$ cat config.mk
export PLATFORM = sky130hd
export DESIGN_NAME = serial_output
export DESIGN_NICKNAME = d
export VERILOG_FILES = /design/src/rtl/serial_output_pkg.sv /design/src/rtl/serial_output_fifo.sv /design/src/rtl/serial_output.sv
export SDC_FILE = /design/constraint.sdc
export NUM_CORES = 1
export LEC_CHECK = 0
export ABC_AREA = 1
export CAP_MARGIN = 25
export CORE_UTILIZATION = 47
export CTS_BUF_LIST = sky130_fd_sc_hd__clkbuf_16
export DETAILED_ROUTE_END_ITERATION = 6
export PLACE_DENSITY = 0.68
export REMOVE_ABC_BUFFERS = 1
export SKIP_LAST_GASP = 1
export SLEW_MARGIN = 20
export SYNTH_ARGS = -nofsm -noshare
export SYNTH_HDL_FRONTEND = slang
export SYNTH_SLANG_ARGS = --single-unit
export TNS_END_PERCENT = 30
$ cat constraint.sdc
create_clock -name clk -period 3 [get_ports clk]
set_input_delay 0.6 -clock clk [delete_from_list [all_inputs] [get_ports clk]]
set_output_delay 0.6 -clock clk [all_outputs]
set_load 0.01 [all_outputs]
$ cat src/rtl/serial_output_pkg.sv
// Shared types and helpers for the serial_output UART transmitter.
package serial_output_pkg;

  localparam int unsigned WORD_W    = 32;
  localparam int unsigned DATA_BITS = 8;

  typedef enum logic [2:0] {
    IDLE,
    START,
    DATA,
    PARITY,
    STOP
  } state_t;

  // Clock cycles per bit, integer-truncated.
  function automatic int unsigned calc_div(input int unsigned clock_frequency,
                                           input int unsigned baud_rate);
    return clock_frequency / baud_rate;
  endfunction

endpackage

$ cat src/rtl/serial_output_fifo.sv
// DEPTH x WIDTH synchronous FIFO with show-ahead read data and occupancy count.
module serial_output_fifo #(
  parameter int unsigned DEPTH = 4,
  parameter int unsigned WIDTH = 8
) (
  input  logic                     clk,
  input  logic                     rst,
  input  logic                     push,
  input  logic [WIDTH-1:0]         din,
  input  logic                     pop,
  output logic [WIDTH-1:0]         dout_c,
  output logic                     full_c,
  output logic                     empty_c,
  output logic [$clog2(DEPTH):0]   count
);

  localparam int unsigned PTR_W = $clog2(DEPTH);
  localparam int unsigned CNT_W = PTR_W + 1;

  if ((DEPTH < 2) || ((DEPTH & (DEPTH - 1)) != 0)) begin : g_depth_chk
    $error("serial_output_fifo: DEPTH must be a power of two >= 2");
  end

  logic [WIDTH-1:0] mem [DEPTH];
  logic [PTR_W-1:0] wr_ptr;
  logic [PTR_W-1:0] rd_ptr;
  logic             do_push;
  logic             do_pop;

  assign full_c  = (count == CNT_W'(DEPTH));
  assign empty_c = (count == '0);
  assign dout_c  = mem[rd_ptr];
  assign do_push = push && !full_c;
  assign do_pop  = pop && !empty_c;

  // Pointers wrap naturally because DEPTH is a power of two.
  always_ff @(posedge clk or negedge rst) begin
    if (!rst) begin
      wr_ptr <= '0;
      rd_ptr <= '0;
      count  <= '0;
    end else begin
      if (do_push) wr_ptr <= wr_ptr + PTR_W'(1);
      if (do_pop)  rd_ptr <= rd_ptr + PTR_W'(1);
      case ({do_push, do_pop})
        2'b10:   count <= count + CNT_W'(1);
        2'b01:   count <= count - CNT_W'(1);
        default: count <= count;
      endcase
    end
  end

  always_ff @(posedge clk) begin
    if (do_push) mem[wr_ptr] <= din;
  end

endmodule

$ cat src/rtl/serial_output.sv
// UART transmitter: buffers stb/ack words and sends bits [7:0] as 8N1, LSB first.
// Define SERIAL_OUTPUT_PARITY_EN to insert an even-parity bit (8E1).
module serial_output
  import serial_output_pkg::*;
#(
  parameter int unsigned CLOCK_FREQUENCY = 50000000,
  parameter int unsigned BAUD_RATE       = 115200,
  parameter int unsigned DEPTH           = 4
) (
  input  logic              clk,
  input  logic              rst,
  input  logic [WORD_W-1:0] in_data,
  input  logic              in_stb,
  output logic              in_ack,
  output logic              tx,
  output logic              busy
);

  localparam int unsigned DIV    = calc_div(CLOCK_FREQUENCY, BAUD_RATE);
  localparam int unsigned CNT_W  = (DIV > 1) ? $clog2(DIV) : 1;
  localparam int unsigned BIT_W  = $clog2(DATA_BITS);
  localparam int unsigned FCNT_W = $clog2(DEPTH) + 1;

  if (DIV < 2) begin : g_div_chk
    $error("serial_output: CLOCK_FREQUENCY/BAUD_RATE must be >= 2");
  end

  state_t               state_q, state_d;
  logic [CNT_W-1:0]     cnt_q, cnt_d;
  logic [BIT_W-1:0]     bit_q, bit_d;
  logic [DATA_BITS-1:0] shift_q, shift_d;
  logic                 tx_d;
  logic                 busy_d;
  logic                 bit_end;

  logic                 fifo_push;
  logic                 fifo_pop;
  logic [DATA_BITS-1:0] fifo_dout;
  logic                 fifo_full;
  logic                 fifo_empty;
  logic [FCNT_W-1:0]    fifo_count;
  logic                 unused_upper;

  assign unused_upper = ^in_data[WORD_W-1:DATA_BITS];

  // No full-bypass: a pop on the same edge never opens the handshake.
  assign in_ack    = rst && !fifo_full;
  assign fifo_push = in_stb && in_ack;
  assign bit_end   = (cnt_q == CNT_W'(DIV - 1));

  serial_output_fifo #(
    .DEPTH (DEPTH),
    .WIDTH (DATA_BITS)
  ) u_fifo (
    .clk     (clk),
    .rst     (rst),
    .push    (fifo_push),
    .din     (in_data[DATA_BITS-1:0]),
    .pop     (fifo_pop),
    .dout_c  (fifo_dout),
    .full_c  (fifo_full),
    .empty_c (fifo_empty),
    .count   (fifo_count)
  );

  always_ff @(posedge clk or negedge rst) begin
    if (!rst) begin
      state_q <= IDLE;
      cnt_q   <= '0;
      bit_q   <= '0;
      shift_q <= '0;
      tx      <= 1'b1;
      busy    <= 1'b0;
    end else begin
      state_q <= state_d;
      cnt_q   <= cnt_d;
      bit_q   <= bit_d;
      shift_q <= shift_d;
      tx      <= tx_d;
      busy    <= busy_d;
    end
  end

  // Next-state logic; the baud counter restarts on every state entry.
  always_comb begin
    state_d  = state_q;
    cnt_d    = cnt_q + CNT_W'(1);
    bit_d    = bit_q;
    shift_d  = shift_q;
    tx_d     = tx;
    fifo_pop = 1'b0;
    busy_d   = (state_q != IDLE) || (fifo_count != '0);

    case (state_q)
      IDLE: begin
        cnt_d = '0;
        tx_d  = 1'b1;
        if (!fifo_empty) begin
          fifo_pop = 1'b1;
          shift_d  = fifo_dout;
          state_d  = START;
          tx_d     = 1'b0;
        end
      end
      START: begin
        if (bit_end) begin
          cnt_d   = '0;
          bit_d   = '0;
          state_d = DATA;
          tx_d    = shift_q[0];
        end
      end
      DATA: begin
        if (bit_end) begin
          cnt_d = '0;
          if (bit_q == BIT_W'(DATA_BITS - 1)) begin
`ifdef SERIAL_OUTPUT_PARITY_EN
            state_d = PARITY;
            tx_d    = ^shift_q;
`else
            state_d = STOP;
            tx_d    = 1'b1;
`endif
          end else begin
            bit_d = bit_q + BIT_W'(1);
            tx_d  = shift_q[bit_d];
          end
        end
      end
`ifdef SERIAL_OUTPUT_PARITY_EN
      PARITY: begin
        if (bit_end) begin
          cnt_d   = '0;
          state_d = STOP;
          tx_d    = 1'b1;
        end
      end
`endif
      STOP: begin
        if (bit_end) begin
          cnt_d = '0;
          if (!fifo_empty) begin
            fifo_pop = 1'b1;
            shift_d  = fifo_dout;
            state_d  = START;
            tx_d     = 1'b0;
          end else begin
            state_d = IDLE;
            tx_d    = 1'b1;
          end
        end
      end
      default: begin
        cnt_d   = '0;
        state_d = IDLE;
        tx_d    = 1'b1;
      end
    endcase
  end

endmodule

Yosys cells after proc, flatten, opt, wreduce, memory -nomap -nowiden
Memory sizes are Yosys's and may differ from the RTL's.
Index checks and enable logic that the tools add are counted.
- $add $sub $neg: 6
- multiply operators: 0
- divide/modulo/power cells: 0
- $lt $le $gt $ge: 1
- equal/unequal tests: 14
- shift-type cells: 0
- muxes and demuxes: 30
- bitwise operators: 0
- reductions and logical operators: 19
- operator list (kind ; number):
    $mux W3 ; 8
    $mux W9 ; 2
    $mux W8 ; 2
    $pmux W8 S2 ; 1
    $ne A2 B2 Y1 const B ; 6
    $pmux W3 S2 ; 2
    $pmux W3 S4 ; 1
    $mux W1 ; 11
    $add A9 B1 Y9 const B ; 1
    $eq A3 B3 Y1 const B ; 3
    $eq A9 B9 Y1 const B ; 1
    $add A3 B1 Y3 const B ; 2
    $logic_not A3 Y1 ; 2
    $reduce_bool A2 Y1 ; 3
    $reduce_bool A3 Y1 ; 2
    $reduce_and A5 Y1 ; 1
    $add A2 B1 Y2 const B ; 2
    $logic_and A1 B1 Y1 ; 4
    $lt A3 B4 Y1 const B ; 1
    $pmux W1 S4 ; 1
    $reduce_and A4 Y1 ; 1
    $bmux W1 S3 ; 1
    $eq A3 B1 Y1 const B ; 1
    $eq A3 B2 Y1 const B ; 1
    other kinds (9) ; 10
- flip-flop bits (word level): 32
- bits in latches: 0
- bits in writable memories: 32
- memory bits (read-only): 0
- input bits: 35
- output and inout port bits: 3
- word-level logic and storage cells: 80
- memories: 1
- memories (memory ; words ; width ; rd ports ; clocked after memory_dff ; write ports ; RTL line ; RTL):
    u_fifo.mem ; 4 ; 8 ; 1 ; 0 ; 1 ; serial_output_fifo.sv:24 ; logic [WIDTH-1:0] mem [DEPTH];

Longest topological paths before layout
- depth after elaboration: 7
- depth in mapped cells: 13
- gate-level depth less buffers: 12

Hierarchy
Synthesis repeated with hierarchy kept, for this count alone.
- cell total of the unflattened synthesis: 309
- area total of the unflattened synthesis: 3080.5 um^2
- modules (own cells, without submodules) (module ; instances ; cells an instance ; area each (um^2)):
    serial_output_fifo ; 1 ; 154 ; 1751.7
    serial_output ; 1 ; 155 ; 1328.8

Worst setup path before layout
Ideal clock, no wire load.
- path kind: reg2reg
- from: register cnt_q[1]
- to: register u_fifo.count[2]
- arrival: 2071 ps
- slack: 798 ps
- cell stages (with the launch flop): 14
- buffers on the path: 1
- clock period less this slack: 2202 ps
- cells stage by stage: dfrtp_1 > inv_1 > ha_1 > nand2_1 > nor2_4 > nand2_4 > a21oi_4 > buf_6 > ha_1 > inv_1 > fa_1 > a21oi_1 > o21ai_0 > xor2_1
- word-level cells in the longest chain between the ends: 6
- RTL lines (item ; RTL line ; RTL):
    from (decl) ; serial_output.sv:29 ; logic [CNT_W-1:0] cnt_q, cnt_d;
    from (signal assigned) ; serial_output.sv:76 ; cnt_q <= cnt_d;
    $eq A9 B9 Y1 (*) ; serial_output.sv:49 ; assign bit_end = (cnt_q == CNT_W'(DIV - 1));
    $mux W1 (*) ; serial_output.sv:140 ; if (bit_end) begin
    $pmux W1 S2 (*) ; serial_output.sv:94 ; case (state_q)
    $logic_and A1 B1 Y1 (*) ; serial_output_fifo.sv:34 ; assign do_pop = pop && !empty_c;
    named net u_fifo.do_pop ; serial_output_fifo.sv:28 ; logic do_pop;
    $eq A2 B1 Y1 or $eq A2 B2 Y1 (tied branches) ; serial_output_fifo.sv:45 ; case ({do_push, do_pop})
    $pmux W3 S2 or $reduce_bool A2 Y1 (tied branches) ; -- ;
    to (signal assigned) ; serial_output_fifo.sv:46 ; 2'b10: count <= count + CNT_W'(1);
    to (signal assigned) ; serial_output_fifo.sv:47 ; 2'b01: count <= count - CNT_W'(1);
    to (signal assigned) ; serial_output_fifo.sv:48 ; default: count <= count;
    to (decl) ; serial_output_fifo.sv:14 ; output logic [$clog2(DEPTH):0] count
The timed path passes the listed nets; every way through them passes the cells marked *.
A chain may end at the register's enable or synchronous reset.

Worst setup path in the final report
- from: input port rst
- to: output port in_ack
- word-level cells in the longest chain between the ends: 1
- RTL lines (item ; RTL line ; RTL):
    from (decl) ; serial_output.sv:11 ; input logic rst,
    $logic_and A1 B1 Y1 ; serial_output.sv:47 ; assign in_ack = rst && !fifo_full;
    to (decl) ; serial_output.sv:14 ; output logic in_ack,
No other way between the ends.

==> results.rst <==
.. list-table::
   :header-rows: 1

   * - Metric
     - Value
   * - Setup tns final
     - 0 ps
   * - Post-synth top flop
     - sky130_fd_sc_hd__edfxtp_1
   * - Share of cells above drive strength 1
     - 0.121
   * - Maximum vdd drop
     - 0.551 mV
   * - Average wire per standard cell
     - 12.7 µm
   * - Remaining number of nets flagged by the antenna check after routing
     - 0
   * - Clock skew
     - 5.63 ps
   * - Detailed Route Iter0 Violations
     - 91
   * - Max_slew headroom
     - 0.602
   * - Period utilisation layout
     - 0.878
   * - Pins over their slew limit
     - 0
   * - Area share of the largest cell type after synthesis
     - 0.331
   * - Initial antenna violation count
     - 0
   * - Clock-pin slew on the worst setup and hold paths
     - 50 ps
   * - Run status
     - completed
   * - Gpl congestion
     - 0.775
   * - Number of enable-type register cells in the synthesized netlist
     - 32
   * - Register bit total from synthesis
     - 64
   * - Commonest cells in the synthesized netlist
     - 56 x sky130_fd_sc_hd__nand2_1, 43 x sky130_fd_sc_hd__nor2_1, 32 x sky130_fd_sc_hd__edfxtp_1, 31 x sky130_fd_sc_hd__dfrtp_1, 27 x sky130_fd_sc_hd__inv_1
   * - Remaining routing DRC violations
     - 0
   * - Routed via count divided by cell count
     - 4.94
   * - Number of ports placed on the die boundary
     - 38
   * - Highest fanout seen on the critical path
     - 2
   * - Power density over the cells
     - 983 nW/µm²
   * - Number of buffers added to fix hold violations after cts
     - 0
   * - Clock root buffer
     - sky130_fd_sc_hd__clkbuf_16
   * - Post-Place Cell Area
     - around 3100 µm²
   * - Peak clock frequency supported by timing
     - 0.379 GHz
   * - Transition time at the pin with the least slew margin
     - 597 ps
   * - Count of cell types in the netlist
     - 27
   * - Static leakage power
     - 1.48 nW
   * - Horizontal extent of the die
     - about 81 µm
   * - Category of the worst setup path launch point
     - primary input
   * - Number of diodes added for antenna fixing
     - 0
   * - Clock H-tree levels
     - 3
   * - Unrepaired setup endpoints after global routing
     - no
   * - Leading post-synthesis cells by cell area
     - sky130_fd_sc_hd__edfxtp_1 33%, sky130_fd_sc_hd__dfrtp_1 27%, sky130_fd_sc_hd__nand2_1 7.2%
   * - Part of the Yosys area used for sequential elements
     - 0.607
   * - Number of buffers added for setup after CTS
     - 0
   * - Total number of vias
     - 1921
   * - 1st-pass router iterations
     - 4
   * - Pin count of the biggest net entering global routing
     - 33
   * - Combined area of all synthesized cells
     - 2900 µm²
   * - Arrival time at the worst endpoint
     - between 2000 and 2500 ps
   * - Worst-Skew Late Latency
     - between 300 and 400 ps
   * - # clock sinks
     - 64
   * - Number of failing setup endpoints in the final timing report
     - 0
   * - Detailed-route wire length
     - 4940 µm
   * - Clock tree from TritonCTS
     - done
   * - Area Growth Syn to Fin
     - 19.7%
   * - Cell count after synthesis
     - ~290
   * - Row count
     - 28
   * - Maxcap violations
     - 0
   * - Global-route wire length before repair
     - 8200 µm
   * - Number of port buffers
     - 13
   * - Per-instance average area after synthesis
     - 10.2 µm²
   * - CP Data Required Time
     - roughly 2400 ps
   * - HPWL reported at the end of detailed placement
     - roughly 3300 µm
   * - Cell taking the most area after synthesis
     - sky130_fd_sc_hd__edfxtp_1
   * - GRT Resource Usage Total
     - 0.178
   * - Total congestion overflow after global routing
     - 0
   * - Most used standard cell by instance count after synthesis
     - sky130_fd_sc_hd__nand2_1
   * - Die area
     - between 6000 and 7000 µm²
   * - CTS resizes
     - 0
   * - Synth Warn #
     - 0
   * - Count of endpoints failing hold in the final timing report
     - 0
   * - Hold Path Class
     - reg -> reg
   * - Die H
     - 80.6 µm
   * - Final net count
     - 354
   * - Core box area
     - slightly below 6000 µm²
   * - Via count of the first global-routing pass
     - roughly 1900
   * - Cts bufs inserted
     - 9
   * - Minimum period implied by the final worst setup slack
     - roughly 2600 ps
   * - Critical Setup Path Class
     - in -> out
   * - Fraction of synthesis flops using an asynchronous set or reset pin
     - 0.500
   * - Initial core utilization
     - 0.487
   * - CTS Buffer Depth
     - 2
   * - Final cell area excluding filler cells
     - 3480 µm²
   * - Critical Path End Type
     - primary output
[cells by family (layout without fill, tap and decap cells)]
logic type	count (synthesis)	count (layout)	share of synthesized area
flops	64	64	0.607
fa+ha+maj	10	10	0.0457
xor+xnor	5	5	0.0151
simple gates	127	127	0.197
compound gates	43	43	0.0828
buf+inv	36	65	0.0526
[power breakdown]
group          total [mW]  leakage [nW]  switching, mW  internal [mW]
Sequential           1.29         0.694          0.163           1.13
Combinational       0.938         0.622          0.585          0.353
Clock                1.19         0.164          0.376          0.812
[per-stage QoR]
stage | util | hold slack (ps) | instances | power, mW | setup WS, ps
global route | 0.584 | 493 | 389 | 3.64 | 303
detailed placement | 0.526 | 463 | 373 | 2.25 | 345
global placement | 0.526 | 458 | 373 | 2.22 | 358
CTS | 0.584 | 472 | 389 | 3.45 | 330
floorplan | - | 304 | 279 | 1.96 | 794
finish | 0.584 | 472 | 389 | 3.42 | 365
[flip-flops by register name (all words and copies together) (netlist names)]
name,count
tx,1
u_fifo.rd_ptr,2
shift_q,8
busy,1
u_fifo.mem,32
bit_q,3
u_fifo.count,3
state_q,3
cnt_q,9
u_fifo.wr_ptr,2
[worst max-delay path, cell delays in order]
cell	delay, ps
sky130_fd_sc_hd__clkdlybuf4s50_1	490
sky130_fd_sc_hd__a21boi_0	340
sky130_fd_sc_hd__clkdlybuf4s50_1	610
[placed cells by master, fill, tap and decap left out]
cell                              Yosys  routed
sky130_fd_sc_hd__clkinvlp_4           0       1
sky130_fd_sc_hd__a21oi_4              1       1
sky130_fd_sc_hd__nand2_4              1       1
sky130_fd_sc_hd__o22ai_1              9       9
sky130_fd_sc_hd__o21ai_0             24      24
sky130_fd_sc_hd__nor2_4               2       2
sky130_fd_sc_hd__o21ai_1              1       1
sky130_fd_sc_hd__dfrtp_1             31      31
sky130_fd_sc_hd__a21oi_1              7       7
sky130_fd_sc_hd__nor2_1              43      43
sky130_fd_sc_hd__nand3_1             14      14
sky130_fd_sc_hd__nand3_2              2       2
sky130_fd_sc_hd__nand4_1              2       2
sky130_fd_sc_hd__fa_1                 1       1
sky130_fd_sc_hd__a21boi_0             1       1
sky130_fd_sc_hd__xnor2_1              2       2
sky130_fd_sc_hd__edfxtp_1            32      32
sky130_fd_sc_hd__inv_6                0       1
sky130_fd_sc_hd__nor3b_2              3       3
sky130_fd_sc_hd__xor2_1               3       3
sky130_fd_sc_hd__clkbuf_16            0       9
sky130_fd_sc_hd__nand2_1             56      56
sky130_fd_sc_hd__inv_2                3       3
sky130_fd_sc_hd__ha_1                 9       9
sky130_fd_sc_hd__nand2_2              4       4
sky130_fd_sc_hd__bufinv_16            0       3
sky130_fd_sc_hd__dfstp_2              1       1
sky130_fd_sc_hd__buf_4                0       6
sky130_fd_sc_hd__clkinv_4             0       1
sky130_fd_sc_hd__clkdlybuf4s50_1      0      13
sky130_fd_sc_hd__clkinv_1             0       1
sky130_fd_sc_hd__inv_1               27      27
[final cells by class]
type,instances,area (µm²)
Sequential cell,64,1760
Timing Repair Buffer,19,175
Multi-Input combinational cell,185,987
Fill cell,513,2480
Inverter,30,113
Clock buffer,9,225
Tap cell,75,93.8
Clock inverter,7,119
[routing by layer]
metal / vias to the layer above / track usage / wire length (µm)
met2: 35 / 0.290 / 2440
met3: 9 / 0.0682 / 210
met5: - / 0 / 0
li1: 993 / - / -
met1: 884 / 0.202 / 2180
met4: 0 / 0.0911 / 109
[worst paths after layout]
kind                                             start                           end  slack (ps)  depth (start not counted)
setup / recovery                                   rst                        in_ack         360                          3
min in group asynchronous                          rst  u_fifo.wr_ptr[0]$_DFFE_PN0P_         720                          2
hold / removal                  shift_q[7]$_DFFE_PN0P_        shift_q[7]$_DFFE_PN0P_         470                          2
max in group asynchronous                          rst                tx$_DFFE_PN1P_        1950                          2
setup reg to reg           u_fifo.count[0]$_DFFE_PN0P_   u_fifo.count[2]$_DFFE_PN0P_         830                          9
hold reg to reg                 shift_q[7]$_DFFE_PN0P_        shift_q[7]$_DFFE_PN0P_         470                          2
(Power assumes the default switching activity.)
